File: src/rtl/instr_sequencer.sv
`default_nettype none
// ----------------------------------------------------------------------------
// instr_sequencer : program store plus fetch/issue controller that feeds a
//                   processor DIN bus one instruction at a time.
// Revision 1.0
// ----------------------------------------------------------------------------
module instr_sequencer #(
    parameter int         DATA_W  = 16,
    parameter int         ADDR_W  = 5,
    parameter logic [2:0] MVI_OP  = 3'b001,
    parameter int         TIMEOUT = 16
) (
    input  logic              clock,
    input  logic              reset,
    input  logic              load_en,
    input  logic [ADDR_W-1:0] load_addr,
    input  logic [DATA_W-1:0] load_data,
    input  logic [ADDR_W:0]   prog_len,
    input  logic              start,
    input  logic              done,
    output logic [DATA_W-1:0] din,
    output logic              run,
    output logic [ADDR_W-1:0] pc,
    output logic              busy,
    output logic              halted,
    output logic              err
);
    localparam int DEPTH = 2**ADDR_W;
    localparam int WD_W  = $clog2(TIMEOUT);
    localparam logic [WD_W-1:0] WD_LAST = WD_W'(TIMEOUT - 1);

    typedef enum logic [2:0] {
        S_IDLE  = 3'd0,
        S_FETCH = 3'd1,
        S_ISSUE = 3'd2,
        S_IMM   = 3'd3,
        S_WAIT  = 3'd4,
        S_HALT  = 3'd5,
        S_ERROR = 3'd6
    } state_t;

    state_t            state_q;
    logic [DATA_W-1:0] mem_q [DEPTH];
    // One extra bit so an immediate fetched past DEPTH-1 still trips the halt check
    logic [ADDR_W:0]   pc_q;
    logic [ADDR_W:0]   len_q;
    logic [ADDR_W:0]   pc_inc_d;
    logic [WD_W-1:0]   wd_q;
    logic [DATA_W-1:0] din_q;
    logic              run_q;
    logic              busy_q;
    logic              halted_q;
    logic              err_q;
    logic              start_ok_d;

    assign pc_inc_d   = pc_q + {{ADDR_W{1'b0}}, 1'b1};
    assign start_ok_d = start & ~load_en & ~busy_q;

    always_ff @(posedge clock) begin
        if (load_en && !busy_q) begin
            mem_q[load_addr] <= load_data;
        end
    end

    always_ff @(posedge clock or posedge reset) begin
        if (reset) begin
            state_q  <= S_IDLE;
            pc_q     <= '0;
            len_q    <= '0;
            wd_q     <= '0;
            din_q    <= '0;
            run_q    <= 1'b0;
            busy_q   <= 1'b0;
            halted_q <= 1'b0;
            err_q    <= 1'b0;
        end else begin
            run_q <= 1'b0;
            case (state_q)
                S_IDLE, S_HALT, S_ERROR: begin
                    if (start_ok_d) begin
                        len_q    <= prog_len;
                        pc_q     <= '0;
                        wd_q     <= '0;
                        err_q    <= 1'b0;
                        halted_q <= 1'b0;
                        if (prog_len == '0) begin
                            state_q  <= S_HALT;
                            halted_q <= 1'b1;
                        end else begin
                            state_q <= S_FETCH;
                            busy_q  <= 1'b1;
                        end
                    end
                end
                S_FETCH: begin
                    din_q   <= mem_q[pc_q[ADDR_W-1:0]];
                    run_q   <= 1'b1;
                    state_q <= S_ISSUE;
                end
                S_ISSUE: begin
                    wd_q <= '0;
                    if (din_q[8:6] == MVI_OP) begin
                        state_q <= S_IMM;
                    end else begin
                        state_q <= S_WAIT;
                    end
                end
                S_IMM: begin
                    pc_q    <= pc_inc_d;
                    din_q   <= mem_q[pc_inc_d[ADDR_W-1:0]];
                    state_q <= S_WAIT;
                end
                S_WAIT: begin
                    if (done) begin
                        wd_q <= '0;
                        if (pc_inc_d >= len_q) begin
                            pc_q     <= {1'b0, pc_inc_d[ADDR_W-1:0]};
                            state_q  <= S_HALT;
                            busy_q   <= 1'b0;
                            halted_q <= 1'b1;
                        end else begin
                            pc_q    <= pc_inc_d;
                            state_q <= S_FETCH;
                        end
                    end else if (wd_q == WD_LAST) begin
                        wd_q    <= '0;
                        state_q <= S_ERROR;
                        busy_q  <= 1'b0;
                        err_q   <= 1'b1;
                    end else begin
                        wd_q <= wd_q + WD_W'(1);
                    end
                end
                default: begin
                    state_q <= S_IDLE;
                    busy_q  <= 1'b0;
                end
            endcase
        end
    end

    assign din    = din_q;
    assign run    = run_q;
    assign pc     = pc_q[ADDR_W-1:0];
    assign busy   = busy_q;
    assign halted = halted_q;
    assign err    = err_q;

endmodule
`default_nettype wire

File: config.mk
export PLATFORM = sky130hd
export DESIGN_NAME = instr_sequencer
export DESIGN_NICKNAME = d
export VERILOG_FILES = /design/src/rtl/instr_sequencer.sv
export SDC_FILE = /design/constraint.sdc
export NUM_CORES = 1
export LEC_CHECK = 0
export ABC_AREA = 1
export BUFFER_PORTS_ARGS = -buffer_cell sky130_fd_sc_hd__buf_2
export CORE_AREA = 2 2 322 228
export CTS_BUF_LIST = sky130_fd_sc_hd__clkbuf_16
export CTS_CLUSTER_DIAMETER = 30
export DETAILED_ROUTE_END_ITERATION = 8
export DIE_AREA = 0 0 324 230
export GPL_ROUTABILITY_DRIVEN = 0
export PLACE_DENSITY = 0.61
export SKIP_LAST_GASP = 1
export SYNTH_ARGS = -nofsm -noshare
export SYNTH_HDL_FRONTEND = slang
export SYNTH_SLANG_ARGS = --single-unit
export TNS_END_PERCENT = 100
File: constraint.sdc
create_clock -name clock -period 3.15 [get_ports clock]
set_clock_uncertainty 0.1 [all_clocks]
set_input_delay 0.315 -clock clock [delete_from_list [all_inputs] [get_ports clock]]
set_output_delay 0.315 -clock clock [all_outputs]
set_load 0.02 [all_outputs]
## Yosys cells after proc, flatten, opt, wreduce, memory -nomap -nowiden

Memories as Yosys holds them, arrays and structs flattened.
Index checks and enable logic that the tools add are counted.

| cells by class | value |
|---|---|
| bitwise operators | 5 |
| reductions and logical operators | 17 |
| muxes and demuxes | 34 |
| add/subtract/negate cells | 2 |
| $lt $le $gt $ge | 1 |
| equality and inequality tests | 16 |

Operators with widths:

| cell | number |
|---|---|
| 16-bit one-hot mux with 2 select lines | 1 |
| 3-bit 2-to-1 mux | 6 |
| 6-bit 2-to-1 mux | 3 |
| 6-bit one-hot mux with 3 select lines | 1 |
| 1-bit 2-to-1 mux | 15 |
| 3-bit one-hot mux with 5 select lines | 1 |
| 4-bit 2-to-1 mux | 3 |
| 2-bit != test (second input constant) | 6 |
| 4-bit one-hot mux with 3 select lines | 1 |
| 3-bit equality test (second input constant) | 3 |
| 4-bit AND reduction | 2 |
| 6-bit by 1-bit adder with 6-bit output (second input constant) | 1 |
| 3-bit by 1-bit equality test with 1-bit output (second input constant) | 2 |
| 3-bit by 2-bit equality test with 1-bit output (second input constant) | 2 |
| 6-bit >= comparator | 1 |
| 6-bit zero test | 1 |
| 3-bit != test (second input constant) | 2 |
| 2-bit AND reduction | 3 |
| 3-bit nonzero test | 2 |
| 3-bit OR reduction | 2 |
| 5-bit AND reduction | 1 |
| 4-bit by 1-bit adder with 4-bit output (second input constant) | 1 |
| 4-bit equality test (second input constant) | 1 |
| 1-bit one-hot mux with 2 select lines | 2 |
| 8 further kinds | 12 |

| storage, ports and cells | value |
|---|---|
| memories kept | 1 |
| bits in writable memories | 512 |
| word-level logic and storage cells | 85 |
| flip-flop bits (word level) | 39 |

Memories:

| memory | words | width | read ports | clocked after Yosys merged registers in | write ports | line | source |
|---|---|---|---|---|---|---|---|
| mem_q | 32 | 16 | 2 | 0 | 1 | 43 | `logic [DATA_W-1:0] mem_q [DEPTH];` |

## Longest topological paths before layout

| logic depth | value |
|---|---|
| word-level depth | 5 |
| depth in mapped cells | 16 |
| mapped depth without buffers | 14 |

## Least setup slack after synthesis

Ideal clock, no wire load.

| timing path | value |
|---|---|
| kind | reg-to-reg |
| start point | reg pc_q[0] |
| end point | reg halted_q, in the netlist halted |
| setup time | 0.119 ns |
| data arrival time | 2.459 ns |
| setup slack | 0.472 ns |
| stages on the path, launching flop included | 14 |
| cells stage by stage | dfrtp_1 ha_1 nand3_1 xor2_2 clkinv_1 buf_2 ha_1 nand2_1 a21oi_1 nor2_1 nand3_1 nor2_1 nor3_1 o21a_1 |

| on the way | value |
|---|---|
| cells in the longest elaborated chain, start to end | 4 |

RTL lines:

| item | line | source |
|---|---|---|
| from (decl) | 45 | `logic [ADDR_W:0] pc_q;` |
| from (signal assigned) | 109 | `pc_q <= pc_inc_d;` |
| from (signal assigned) | 117 | `pc_q <= {1'b0, pc_inc_d[ADDR_W-1:0]};` |
| from (signal assigned) | 122 | `pc_q <= pc_inc_d;` |
| 6-bit by 1-bit adder with 6-bit output | 56 | `assign pc_inc_d = pc_q + {{ADDR_W{1'b0}}, 1'b1};` |
| 6-bit >= comparator | 116 | `if (pc_inc_d >= len_q) begin` |
| 2-bit != test (no source line) | -- |  |
| 4-bit AND reduction (no source line) | -- |  |
| to (signal assigned) | 74 | `halted_q <= 1'b0;` |
| to (signal assigned) | 85 | `halted_q <= 1'b0;` |
| to (signal assigned) | 120 | `halted_q <= 1'b1;` |
| to (decl) | 52 | `logic halted_q;` |

No other way between the ends.
A chain may end at the register's enable or synchronous reset.

## Worst setup path in the final report

| timing path | value |
|---|---|
| start point | reg pc_q[1] |
| end point | reg din_q[14], in the netlist din[14] |

| on the way | value |
|---|---|
| cells in the longest elaborated chain, start to end | 3 |

RTL lines:

| item | line | source |
|---|---|---|
| 6-bit by 1-bit adder with 6-bit output | 56 |  |
| memory read 32 x 16 bit (*) | -- |  |
| 16-bit one-hot mux with 2 select lines (*) | 78 | `case (state_q)` |
| to (signal assigned) | 96 | `din_q <= mem_q[pc_q[ADDR_W-1:0]];` |
| to (signal assigned) | 110 | `din_q <= mem_q[pc_inc_d[ADDR_W-1:0]];` |
| to (decl) | 49 | `logic [DATA_W-1:0] din_q;` |

Every way passes the cells marked *; elsewhere a longest branch is shown, timed or not.

==> qor.csv <==
metric,value,unit
portBuffers,56,
ios,57,
status,"finished, final reports clean",
finalHoldViolations,0,
finish.instance_area,33450,µm²
avgSynthCellArea,9.045,µm²
synth_top_family_by_area,simple AND/OR/NAND/NOR gates,
ys_warn_count,0,
placed_area,29970,µm²
dp_hpwl,56550,µm
synthCells,3133,
fin_setup_tns,0,ns
relSlewSlack,35.45,%
drv_cap,0,
worstSetupPathType,flip-flop to flip-flop,
synth-main-ff-cell,edfxtp_1,
switchingPower,11.11,mW
synthAdderAreaFrac,0.3532,%
track_usage,25.40,%
tightest_slew,0.9683,ns
flow.area_growth_from_synthesis,18.02,%
grt_max_degree,161,
syn_area,28340,µm²
wl,94280,µm
endpoint_kind,flip-flop,
die_w,324,µm
die_y,230,µm
fin_nets,3238,
synthSimpleGateAreaFrac,22.57,%
cts.sinks,551,
cts_resized,0,
die-area,74520,µm²
synth.distinct_cells,36,
post-route-drc-count,0,
seq_area_frac_synth,57.70,%
power_leakage,13.32,nW
period_needed,2.706,ns
cts_tree,done,
holdCritPathClass,input pin to flip-flop,
rsz0062_at_grt,false,
muxShareOfSynthArea,0,%
vdd_ir_drop_max,0.5504,mV
clk_latency,0.65,ns
p_int,18.39,mW
synthTopCellsByArea,"edfxtp_1, nand3_1, nand2_1",
drive_gt1_share,12.21,%
vias_per_cell,5.552,
worstHoldStart,start,
synth_edf_count,512,
yosysMostFrequentCell,nand2_1,
post_drt_wl_per_cell,22.18,µm
synth-compound-area-share,10.38,%
ff_latch_area,16360,µm²
ys_top_cells_by_count,"nand2_1, nand3_1, edfxtp_1, inv_1, o21ai_0",
vias,23600,
final_antenna_net_count,0,
crit_arrival,3.19,ns
power_density,881.8,nW/µm²
worstPathRequired,3.63,ns
finalSetupViolCount,0,
first_pass_iters,6,
pwr-share-clk,36.2,%
num_rows,82,
synthArstFlopShare,7.078,%
h-tree-depth,3,
worst-path-max-fanout,32,
pwr-share-comb,34.7,%
seqPwrFrac,29.0,%
period_share,85.91,%
ys_ff_latch,551,
drt_iter0_markers,3272,
coreArea,71310,µm²
multi_input_area,9608,µm²
grt-ovfl-total,0,
initial_core_util,39.74,%
crit_path_start,pc_q[1],
grt_pass1_wl,140400,µm
clkTransAtPathRegs,0.05,ns
startpoint_type,flip-flop,
reg2reg_from,pc_q[1],
fmax,369.5,MHz
clockBufferDepth,3,
clock-root-buffer,clkbuf_16,
synth-xor-area-share,0.1810,%
numCtsBuffers,103,
synth_top_cell_area_share,54.25,%
nFillCells,6643,
synth_top_area_cell,edfxtp_1,
first_global_vias,21610,
synth_nets,3173,
p_sw_share,37.66,%
antenna_found_initial,6,
drv_slew,0,
fin_util,46.90,%
## routing by layer
metal	part of all wire (%)	GRT usage (%)	vias up
met3	11	5.117	203
met2	42	36.12	1364
met1	44	38.55	11110
met4	2.9	7.957	2
li1	-	-	10930
met5	0.014	0	-
## timing repair
action                                 4_1_cts  5_1_grt
buffers inserted                             0        0
endpoints found under the hold margin       34        0
hold buffers                                 8        0
## sequential cells by signal, indices dropped and copies added (netlist names)
name     count
busy         1
din         16
err          1
halted       1
len_q        6
mem_q      512
pc_q         6
run          1
state_q      3
wd_q         4
## final timing paths
kind	to	slack, ns	depth (start not counted)
max reg2reg	din[14]	0.44	10
min in group asynchronous	din[13]	0.27	3
min	state_q[2]	0.07	6
min reg2reg	err	0.38	2
max	din[14]	0.44	10
max in group asynchronous	din[8]	1.90	4
## layout make-up
cell class	instances	area share, %
Sequential cell	551	48.92
Multi-Input combinational cell	1998	28.73
Tap cell	966	3.614
Timing Repair Buffer	184	4.519
Clock inverter	84	2.136
Clock buffer	107	8.006
Inverter	360	4.074
Antenna cell	1	0.007482
## critical path, cell delays in order (launching register included)
cell and delay [ns]:
dfrtp_4 0.56, ha_4 0.61, inv_2 0.07, buf_4 0.29, a21oi_1 0.35, o21ai_0 0.16, nand3_1 0.11, nand3_1 0.07
nand3_1 0.11, a21oi_1 0.07, nor2_1 0.12
## layout by cell type (no fill, tap or decap), drive strengths merged, types with 62 or more instances in the layout
cell type and n:
inv 374, nand3 550, o21ai 192, a21oi 127, clkbuf 107, nor3 62
edfxtp 512, nand2 720, buf 176, nor2 141, o211ai 171
## power by group through the flow
| stage | Combinational [mW] | Clock (mW) | Sequential, mW |
|---|---|---|---|
| floorplan | 7.04 | 0 | 8.70 |
| global placement | 9.98 | 0 | 8.70 |
| detailed placement | 10.0 | 0 | 8.70 |
| CTS | 10.1 | 10.8 | 8.57 |
| global route | 11.3 | 11.2 | 8.59 |
| finish | 10.2 | 10.7 | 8.57 |
## kinds of logic (layout without fill, tap and decap cells)
group           count (synthesis)  count (layout)
simple gates                 1487            1487
buf+inv                       584             735
xor+xnor                        5               5
other cells                     0               1
flops                         551             551
compound gates                498             498
fa+ha+maj                       8               8
## stage by stage
stage	hold slack, ns	total power, mW	setup slack (ns)	instances
6_report	0.07304	29.49	0.4439	4251
5_1_grt	0.08932	31.04	0.3442	4251
4_1_cts	0.03639	29.44	0.4640	4250
3_5_place_dp	0.3738	18.74	0.5110	4051
3_3_place_gp	0.3785	18.68	0.5223	4051
2_1_floorplan	0.3122	15.74	0.4720	3133
No activity file was read; power rests on OpenSTA's default activity.
